`src/rtl/anb_rd_splitter.sv`:
```
// -----------------------------------------------------------------------------
// anb_rd_splitter
//
// Splits one upstream read request (address + byte length) into downstream
// sub-requests. No sub-request crosses a BOUNDARY-aligned address, and none is
// longer than MAX_BURST bytes. Each issued sub-request pushes a one-bit tag
// ("this is the final piece") into a small FIFO. The tag is popped on the last
// beat of that sub-request's data, which lets s_last mark only the true end of
// the original request. Read data passes straight through, combinationally.
//
// Ports
//   clk, rst_n                      clock, asynchronous active-low reset
//   s_addr, s_len, s_avalid/aready  upstream request channel
//   s_data, s_last, s_valid/ready   upstream read-data channel
//   m_addr, m_len, m_avalid/aready  downstream sub-request channel (registered)
//   m_data, m_last, m_valid/ready   downstream read-data channel
//   err                             sticky: zero-length request, or data seen
//                                   while no sub-request was outstanding
// -----------------------------------------------------------------------------
module anb_rd_splitter #(
   parameter int ADDR_W    = 64,
   parameter int LEN_W     = 14,
   parameter int DATA_W    = 128,
   parameter int BOUNDARY  = 4096,
   parameter int MAX_BURST = 4096,
   parameter int TAG_DEPTH = 4
) (
   input  logic              clk,
   input  logic              rst_n,
   input  logic [ADDR_W-1:0] s_addr,
   input  logic [LEN_W-1:0]  s_len,
   input  logic              s_avalid,
   output logic              s_aready,
   output logic [DATA_W-1:0] s_data,
   output logic              s_last,
   output logic              s_valid,
   input  logic              s_ready,
   output logic [ADDR_W-1:0] m_addr,
   output logic [LEN_W-1:0]  m_len,
   output logic              m_avalid,
   input  logic              m_aready,
   input  logic [DATA_W-1:0] m_data,
   input  logic              m_last,
   input  logic              m_valid,
   output logic              m_ready,
   output logic              err
);

   localparam int BW   = $clog2(BOUNDARY);
   localparam int MW   = $clog2(MAX_BURST);
   localparam int PW   = $clog2(TAG_DEPTH);
   localparam int CNTW = PW + 1;
   // The chunk arithmetic must hold the largest of len, BOUNDARY and MAX_BURST
   // without truncation, so it is sized one bit wider than the widest of them.
   localparam int CW0  = (LEN_W > BW) ? LEN_W : BW;
   localparam int CW   = ((CW0 > MW) ? CW0 : MW) + 1;

   typedef enum logic [0:0] {IDLE, SPLIT} state_t;

   // Length of the next sub-request: min(rem, bytes left to boundary, MAX_BURST).
   // The result never exceeds rem, so narrowing it back to LEN_W is lossless.
   function automatic logic [LEN_W-1:0] calc_chunk(input logic [BW-1:0]    offs,
                                                   input logic [LEN_W-1:0] rem);
      logic [CW-1:0] to_bnd;
      logic [CW-1:0] lim;
      to_bnd = CW'(BOUNDARY) - CW'(offs);
      lim    = CW'(rem);
      if (to_bnd < lim)         lim = to_bnd;
      if (CW'(MAX_BURST) < lim) lim = CW'(MAX_BURST);
      return lim[LEN_W-1:0];
   endfunction

   state_t              state_q,    state_d;
   logic [ADDR_W-1:0]   cur_addr_q, cur_addr_d;
   logic [LEN_W-1:0]    rem_q,      rem_d;
   logic [ADDR_W-1:0]   m_addr_q,   m_addr_d;
   logic [LEN_W-1:0]    m_len_q,    m_len_d;
   logic                m_avalid_q, m_avalid_d;
   logic                err_q,      err_d;
   logic [PW-1:0]       wr_ptr_q,   wr_ptr_d;
   logic [PW-1:0]       rd_ptr_q,   rd_ptr_d;
   logic [CNTW-1:0]     count_q,    count_d;
   logic                tag_mem_q [TAG_DEPTH];

   logic                push, pop, fifo_empty, full_d, is_final, head_final;
   logic [ADDR_W-1:0]   next_addr;
   logic [LEN_W-1:0]    next_rem;

   // ---------------- tag FIFO control ----------------
   assign push       = m_avalid_q && m_aready;
   assign fifo_empty = (count_q == '0);
   assign head_final = !fifo_empty && tag_mem_q[rd_ptr_q];
   // A stray last beat with no outstanding tag must not underflow the FIFO.
   assign pop        = m_valid && s_ready && m_last && !fifo_empty;
   // m_len_q already holds the chunk of the sub-request on offer.
   assign is_final   = (m_len_q == rem_q);

   always_comb begin
      wr_ptr_d = wr_ptr_q + PW'(push);
      rd_ptr_d = rd_ptr_q + PW'(pop);
      count_d  = count_q + CNTW'(push) - CNTW'(pop);
      full_d   = (count_d == CNTW'(TAG_DEPTH));
   end

   // ---------------- request FSM ----------------
   assign next_addr = cur_addr_q + ADDR_W'(m_len_q);   // wraps modulo 2^ADDR_W
   assign next_rem  = rem_q - m_len_q;

   always_comb begin
      // NOTE: every variable gets a default here so no path leaves one
      // unassigned; otherwise synthesis would infer a latch.
      state_d    = state_q;
      cur_addr_d = cur_addr_q;
      rem_d      = rem_q;
      m_addr_d   = m_addr_q;
      m_len_d    = m_len_q;
      m_avalid_d = m_avalid_q;
      err_d      = err_q;

      if (m_valid && fifo_empty) err_d = 1'b1;

      case (state_q)
         IDLE: begin
            if (s_avalid && s_aready) begin
               if (s_len == '0) begin
                  err_d = 1'b1;
               end else begin
                  state_d    = SPLIT;
                  cur_addr_d = s_addr;
                  rem_d      = s_len;
                  m_addr_d   = s_addr;
                  m_len_d    = calc_chunk(s_addr[BW-1:0], s_len);
                  m_avalid_d = !full_d;
               end
            end
         end
         SPLIT: begin
            if (push && is_final) begin
               state_d    = IDLE;
               m_avalid_d = 1'b0;
            end else begin
               if (push) begin
                  cur_addr_d = next_addr;
                  rem_d      = next_rem;
                  m_addr_d   = next_addr;
                  m_len_d    = calc_chunk(next_addr[BW-1:0], next_rem);
               end
               // Without a push the count cannot grow, so an asserted valid
               // is never withdrawn before its handshake.
               m_avalid_d = !full_d;
            end
         end
         default: state_d = IDLE;
      endcase
   end

   // NOTE: sequential state uses non-blocking assignments so every flop
   // samples the pre-edge values, independent of statement order.
   always_ff @(posedge clk or negedge rst_n) begin
      if (!rst_n) begin
         state_q    <= IDLE;
         cur_addr_q <= '0;
         rem_q      <= '0;
         m_addr_q   <= '0;
         m_len_q    <= '0;
         m_avalid_q <= 1'b0;
         err_q      <= 1'b0;
         wr_ptr_q   <= '0;
         rd_ptr_q   <= '0;
         count_q    <= '0;
      end else begin
         state_q    <= state_d;
         cur_addr_q <= cur_addr_d;
         rem_q      <= rem_d;
         m_addr_q   <= m_addr_d;
         m_len_q    <= m_len_d;
         m_avalid_q <= m_avalid_d;
         err_q      <= err_d;
         wr_ptr_q   <= wr_ptr_d;
         rd_ptr_q   <= rd_ptr_d;
         count_q    <= count_d;
      end
   end

   // NOTE: tag storage is deliberately not reset; an entry is only read while
   // count_q says it is valid, and resetting the pointers empties the FIFO.
   always_ff @(posedge clk) begin
      if (push) tag_mem_q[wr_ptr_q] <= is_final;
   end

   // ---------------- outputs ----------------
   // Gated by rst_n so ready is low during reset and high in the first cycle
   // after release.
   assign s_aready = rst_n && (state_q == IDLE);
   assign m_addr   = m_addr_q;
   assign m_len    = m_len_q;
   assign m_avalid = m_avalid_q;
   assign err      = err_q;

   assign s_data   = m_data;
   assign s_valid  = m_valid;
   assign m_ready  = s_ready;
   assign s_last   = m_last && head_final;

endmodule

```
`config.mk`:
```
export PLATFORM = sky130hd
export DESIGN_NAME = anb_rd_splitter
export DESIGN_NICKNAME = d
export VERILOG_FILES = /design/src/rtl/anb_rd_splitter.sv
export SDC_FILE = /design/constraint.sdc
export NUM_CORES = 1
export LEC_CHECK = 0
export BUFFER_PORTS_ARGS = -buffer_cell sky130_fd_sc_hd__buf_2
export CORE_AREA = 2 2 166 168
export CTS_BUF_LIST = sky130_fd_sc_hd__clkbuf_2 sky130_fd_sc_hd__clkbuf_4 sky130_fd_sc_hd__clkbuf_8
export CTS_CLUSTER_DIAMETER = 30
export DETAILED_ROUTE_END_ITERATION = 8
export DIE_AREA = 0 0 168 170
export GPL_TIMING_DRIVEN = 0
export MAX_ROUTING_LAYER = met4
export PLACE_DENSITY = 0.62
export RECOVER_POWER = 100
export SYNTH_ARGS = -nofsm -noshare
export SYNTH_HDL_FRONTEND = slang
export SYNTH_SLANG_ARGS = --single-unit
```
`constraint.sdc`:
```
create_clock -name clk -period 5.1 [get_ports clk]
set_clock_uncertainty 0.15 [all_clocks]
set_input_delay 0.765 -clock clk [delete_from_list [all_inputs] [get_ports clk]]
set_output_delay 0.765 -clock clk [all_outputs]
set_load 0.1 [all_outputs]
```
==> flow_summary.toml, run 1 <==
[sta]
period_share = 0.965
slew_headroom = -1.06
drv_slew = 66
report.final.hold_viol_count = 0
clock.fmax_mhz = 203
layout_setup_ws_ns = 0.181
finalSetupViolations = 0
slew_at_the_pin_closest_to_its_max_slew_limit_ns = 3.10
hold_ws_ns = 0.222
min_period_ns = 4.92

[routing]
routed_via_density = 5.58
vias = 10417
wl_mm = 36.4
drt.antenna.violating_nets = 0
route.detailed.wl_per_inst_um = 19.5
drt_pre_antenna_iters = 5
detail_route.drc_violations = 0
first_iter_violations = 723

[global_route]
grt_pass1_vias = 9443
wire_length_of_the_first_global_routing_pass_mm = 53.4
globalRoute.totalOverflow = 0
antenna_violations_before_repair = 1
grt_start_max_net_pins = 56
grt_util_all_layers = 0.248

[die]
io_pins = 425
floorplan.initialDensity = 0.367
floorplan.die_area_sq_um = 28600
core_region_area_sq_um = 26700
dieHeight_um = 170
placementRows = 60
die_width_um = 168

[cells_and_area]
syn_to_final_growth_pct = 22.7
drive_gt1_frac = 0.209
finalCoreUtilization = 0.450
nNetsFinal = 1793
stdcell_area_sq_um = 12000
layout_commonest_cell = "clkbuf_1"
most-common-layout-cells = "clkbuf_1 (256), buf_4 (141), nand2_1 (103), dfrtp_1 (97), a21oi_1 (86)"

[clocking]
clkLatencyLatePin_ns = 0.42
clock_tree.root_cell = "clkbuf_8"
post_cts_hold_buffer_count = 0
cts_made_buffers = 9
max-clock-path-buffers = 2
cts_tree = "yes"
cts_max_level = 3
clk_transition_reported_paths_ns = 0.12
clock-sinks = 106

[yosys]
synth-simple-area-share = 0.214
ys_warn_count = 0
ys_seq_elements = 106
synth_largest_area_cell = "dfrtp_1"
yosysUniqueCellTypes = 86
yosys_most_used_dff = "dfrtp_1"
share_of_flip_flops_with_an_asynchronous_set_or_reset_after_synthesis = 0.962
synth-seq-area-share = 0.273
yosys-top-cells-area = "dfrtp_1 (26%), buf_4 (10%), ha_1 (7.3%)"
synth_xor_area_frac = 0.0340
synth_mux_area_frac = 0.0467
synth_cells = 1204
synthesis.area_sq_um = 9780
synth_adder_area_share = 0.0791
synth_area_per_cell_sq_um = 8.12
synthesized_net_count = 1477
synth_compound_area_frac = 0.213
netlist.area_leader.share = 0.261
synth_top_family_by_area = "simple AND/OR/NAND/NOR gates"
synth_edf_count = 4

[run]
cap_violations = 2

[placed_design]
numPortBuffers = 295
globalplace.congestion = 0.925
place_worst_setup_slack_ns = -0.445
placed_area_sq_um = 11700
detailed_place_hpwl_mm = 28.5

[critical_path]
r2r_end = "m_len[5]"
critical_path.max_fanout = 8
critical-path-slowest-cell = "or4_4"
critPathLaunch = "m_len[3]"
startpoint_of_the_most_critical_register_to_register_path = "m_len[3]"
cp.required_ns = 5.27
critical_path_endpoint = "m_len[5]"
arrival_time_worst_endpoint_ns = 5.09
crit_path_start_kind = "flip-flop"
crit_path_cell_trace = "ha_4, nand2_1, o31ai_4, xor2_4, or4_4, or3_4, and2_1, ha_1, o211ai_1, nor2_1, o41ai_1, nand3b_1, nand4_1, buf_4, nand2_4, nor4b_4, o221ai_4, a211oi_2"
critical_path.max_stage_delay_ns = 0.54
rrSetupSlack_ns = 0.18
reg2reg_depth = 18
critical_path.endpoint_type = "flip-flop"
worst-setup-path-type = "flip-flop to flip-flop"

[status]
outcome = "finished, violations left"
failed_checks = "max-capacitance violations, max-slew violations"

[min_path]
min-delay-path-class = "primary input to asynchronous set/reset pin"
## sequential cells by signal (all words and copies together), names as in the netlist
| signal | count |
|---|---|
| state_q | 1 |
| m_avalid | 1 |
| count_q | 3 |
| m_addr | 64 |
| rd_ptr_q | 2 |
| tag_mem_q | 4 |
| rem_q | 14 |
| wr_ptr_q | 2 |
| err | 1 |
| m_len | 14 |
## worst min path at each step
| stage | endpoint | slack (ns) | depth (start not counted) |
|---|---|---|---|
| final | m_addr[37] | 0.22 | 1 |
| after global placement | rd_ptr_q[1] | 0.32 | 1 |
| after detailed placement | rem_q[4] | 0.33 | 2 |
| after floorplan | rd_ptr_q[1] | 0.30 | 1 |
| after CTS | m_addr[37] | 0.27 | 1 |
| after global routing | m_addr[37] | 0.29 | 1 |
## routing by layer
metal / track usage / wire, um / vias up
met1: 0.334 / 16200 / 4928
met2: 0.391 / 16400 / 537
li1: - / - / 4893
met4: 0.0813 / 1030 / 0
met5: - / 0 / -
met3: 0.0251 / 2700 / 59
## synthesized netlist by cell type, types with 42 or more instances
cell,n
clkbuf_1,42
buf_4,130
ha_1,57
nor2_1,86
inv_1,56
dfrtp_1,102
o21ai_0,69
o22ai_1,43
nand3_1,42
a21oi_1,90
nand2_1,104
## cells by family after synthesis
kind of cell,count (synthesis)
compound gates,313
xor+xnor,38
fa+ha+maj,60
buf+inv,235
flops,106
mux,44
simple gates,408
## layout make-up
| cell class | instances | area [sq um] |
|---|---|---|
| fillers | 2763 | 14700 |
| multi-input cells | 863 | 6020 |
| flip-flops and latches | 106 | 2680 |
| repair buffers | 306 | 1290 |
| plain buffers | 177 | 1160 |
| well taps | 341 | 427 |
| inverters | 57 | 214 |
| clock buffers | 10 | 138 |
| clock inverters | 6 | 58.8 |
| diodes | 1 | 2.50 |
## timing repair
action / 4_1_cts / 5_1_grt
setup buffers: 2 / 8
pin swaps: 1 / 10
gates resized for setup: 11 / 46
setup endpoints to repair: 13 / 13
## critical path: cells and delay by family (launching register included)
| kind | cells | cell delay, ns |
|---|---|---|
| buffers and inverters | 1 | 0.17 |
| AO/OA/AOI/OAI | 5 | 1.14 |
| AND/OR/NAND/NOR | 9 | 2.03 |
| XOR/XNOR | 1 | 0.19 |
| flip-flops | 1 | 0.51 |
| adder cells (fa/ha/maj) | 2 | 0.64 |
## per-stage QoR
stage                     cells  setup TNS [ns]
after floorplan            1204               0
final                      1867               0
after global placement     1840          -10.34
after global routing       1867          -0.220
after detailed placement   1841           -3.25
after CTS                  1859               0
Power of run 1 is not shown: default switching activity piles up to over one toggle a cycle in this logic, so the estimate is an artifact.
==> run 2, diff against run 1 <==
- CORE_AREA: 2 2 166 168 -> 2 2 165 167
- DIE_AREA: 0 0 168 170 -> 0 0 167 169
- PLACE_DENSITY: 0.62 -> 0.65
- clock period: 5.1 -> 4.34 ns (I/O delays scaled with it)
==> run 2 against run 1 <==
The flow finishes with violations (max-capacitance violations, max-slew violations, negative setup slack). Routed wire length increased by 1.1%. Final area increased by 4.0%. Worst setup slack got worse by 0.72 ns. Fmax increased by 0.91%. Sequential share of layout area decreased by 0.50 points. Critical path depth increased by 1. Cell count increased by 1.1%. Count of clock-buffer cells in the layout unchanged. Via count increased by 2.0%. First-iteration DRC count decreased by 1.5%. Flip-flop and latch count unchanged.
==> flow_summary.toml, run 2 (synthesized netlist as in run 1, its figures left out) <==
[die]
placementRows = 60
dieHeight_um = 169
die_width_um = 167
floorplan.die_area_sq_um = 28200
io_pins = 425
core_region_area_sq_um = 26500
floorplan.initialDensity = 0.369

[routing]
routed_via_density = 5.63
first_iter_violations = 712
drt_pre_antenna_iters = 6
detail_route.drc_violations = 0
wl_mm = 36.8
vias = 10628
route.detailed.wl_per_inst_um = 19.5
drt.antenna.violating_nets = 0

[sta]
slew_headroom = -1.07
layout_setup_ws_ns = -0.535
clock.fmax_mhz = 205
report.final.hold_viol_count = 0
hold_ws_ns = 0.00394
slew_at_the_pin_closest_to_its_max_slew_limit_ns = 3.11
drv_slew = 53
finalSetupViolations = 45
grt_setup_unrepaired = "true"
min_period_ns = 4.87
period_share = 1.12

[critical_path]
worst-setup-path-type = "flip-flop to flip-flop"
critical_path_endpoint = "m_len[8]"
startpoint_of_the_most_critical_register_to_register_path = "m_len[1]"
reg2reg_depth = 19
rrSetupSlack_ns = -0.53
critPathLaunch = "m_len[1]"
crit_path_cell_trace = "clkinvlp_4, fa_2, nand2b_4, a211o_1, a21oi_2, xnor2_2, nand4bb_4, or3_4, and2_4, ha_4, o211ai_1, nor2_1, o41ai_2, and3b_1, a211o_4, nand2_8, o311a_4, o221ai_4, a211oi_2"
r2r_end = "m_len[8]"
critical_path.max_fanout = 8
cp.required_ns = 4.52
arrival_time_worst_endpoint_ns = 5.05
critical-path-slowest-cell = "dfrtp_4"
crit_path_start_kind = "flip-flop"
critical_path.endpoint_type = "flip-flop"
critical_path.max_stage_delay_ns = 0.49

[cells_and_area]
syn_to_final_growth_pct = 27.6
most-common-layout-cells = "clkbuf_1 (253), buf_4 (156), nand2_1 (103), nor2_1 (83), buf_2 (83)"
largest_reg_flops = 64
nNetsFinal = 1812
layoutNonFillerInstCount = 1887
layout_commonest_cell = "clkbuf_1"
drive_gt1_frac = 0.249
stdcell_area_sq_um = 12500

[clocking]
cts_max_level = 3
clock-sinks = 106
cts_tree = "yes"
clkLatencyLatePin_ns = 0.42
cts_made_buffers = 9
post_cts_hold_buffer_count = 0
max-clock-path-buffers = 2
clk_transition_reported_paths_ns = 0.13
clock_tree.root_cell = "clkbuf_8"

[placed_design]
globalplace.congestion = 0.937
placed_area_sq_um = 11900
place.detailed.instances = 1841
detailed_place_hpwl_mm = 28.2
numPortBuffers = 295

[status]
outcome = "finished, violations left"
failed_checks = "max-capacitance violations, max-slew violations, negative setup slack"

[global_route]
globalRoute.totalOverflow = 0
wire_length_of_the_first_global_routing_pass_mm = 54.8
grt_util_all_layers = 0.254
grt_start_max_net_pins = 53
grt_pass1_vias = 9734
antenna_violations_before_repair = 2

[run]
cap_violations = 1

[min_path]
min-delay-path-class = "primary input to asynchronous set/reset pin"
[run 2: cell types whose count changed in the layout (fill, tap and decap cells not counted), sizes merged]
cell and delta:
buf +21, clkbuf -2, clkinvlp +2, clkinv -1
diode +1, inv -1
[run 2: metal layers]
metal | part of all wire | vias up | track usage
met1 | 0.42 | 5024 | 0.334
met5 | 0 | - | -
met4 | 0.036 | 0 | 0.0978
li1 | - | 4932 | -
met2 | 0.46 | 577 | 0.394
met3 | 0.089 | 95 | 0.0400
[run 2: repair_timing]
action,in CTS,in global routing
resized for setup,75,10
pin swaps,18,5
hold endpoints to repair,0,0
buffers inserted,23,4
gates cloned,1,0
setup endpoints to repair,38,34
[run 2: worst min path at each step]
stage	slack, ns	from	depth (start not counted)	to
3_5_place_dp	0.32	rd_ptr_q[1]	1	rd_ptr_q[1]
5_1_grt	0.04	rst_n	1	m_addr[42]
4_1_cts	0.05	rst_n	1	m_addr[42]
6_report	0.004	rst_n	1	m_addr[42]
3_3_place_gp	0.32	rd_ptr_q[1]	1	rd_ptr_q[1]
2_1_floorplan	0.21	rst_n	0	count_q[0]
[run 2: final cells by class]
type | count | area [sq um]
buffer | 178 | 1170
sequential | 106 | 2730
multi-input combinational | 863 | 6300
fill | 2710 | 14000
tap | 341 | 427
timing repair buffer | 324 | 1440
clock buffer | 10 | 138
inverter | 57 | 218
antenna | 2 | 5.00
clock inverter | 6 | 60.1
[run 2: critical path, delay by kind of cell (launching register included)]
family / cells / cell delay [ns]
AOI/OAI and AO/OA: 8 / 1.74
xor gates and xnor gates: 1 / 0.20
and+or+nand+nor: 7 / 1.36
adders and majority gates: 2 / 0.69
DFF: 1 / 0.49
buffers and inverters: 1 / 0.15
[run 2: stage by stage]
stage	utilization	setup slack (ns)	setup TNS [ns]
floorplan	-	-0.321	-3.48
global placement	0.448	-1.03	-64.80
detailed placement	0.449	-1.03	-18.15
CTS	0.479	-0.427	-4.62
global route	0.471	-0.675	-19.17
finish	0.471	-0.535	-10.30
Power of run 2 is left out for the same reason.
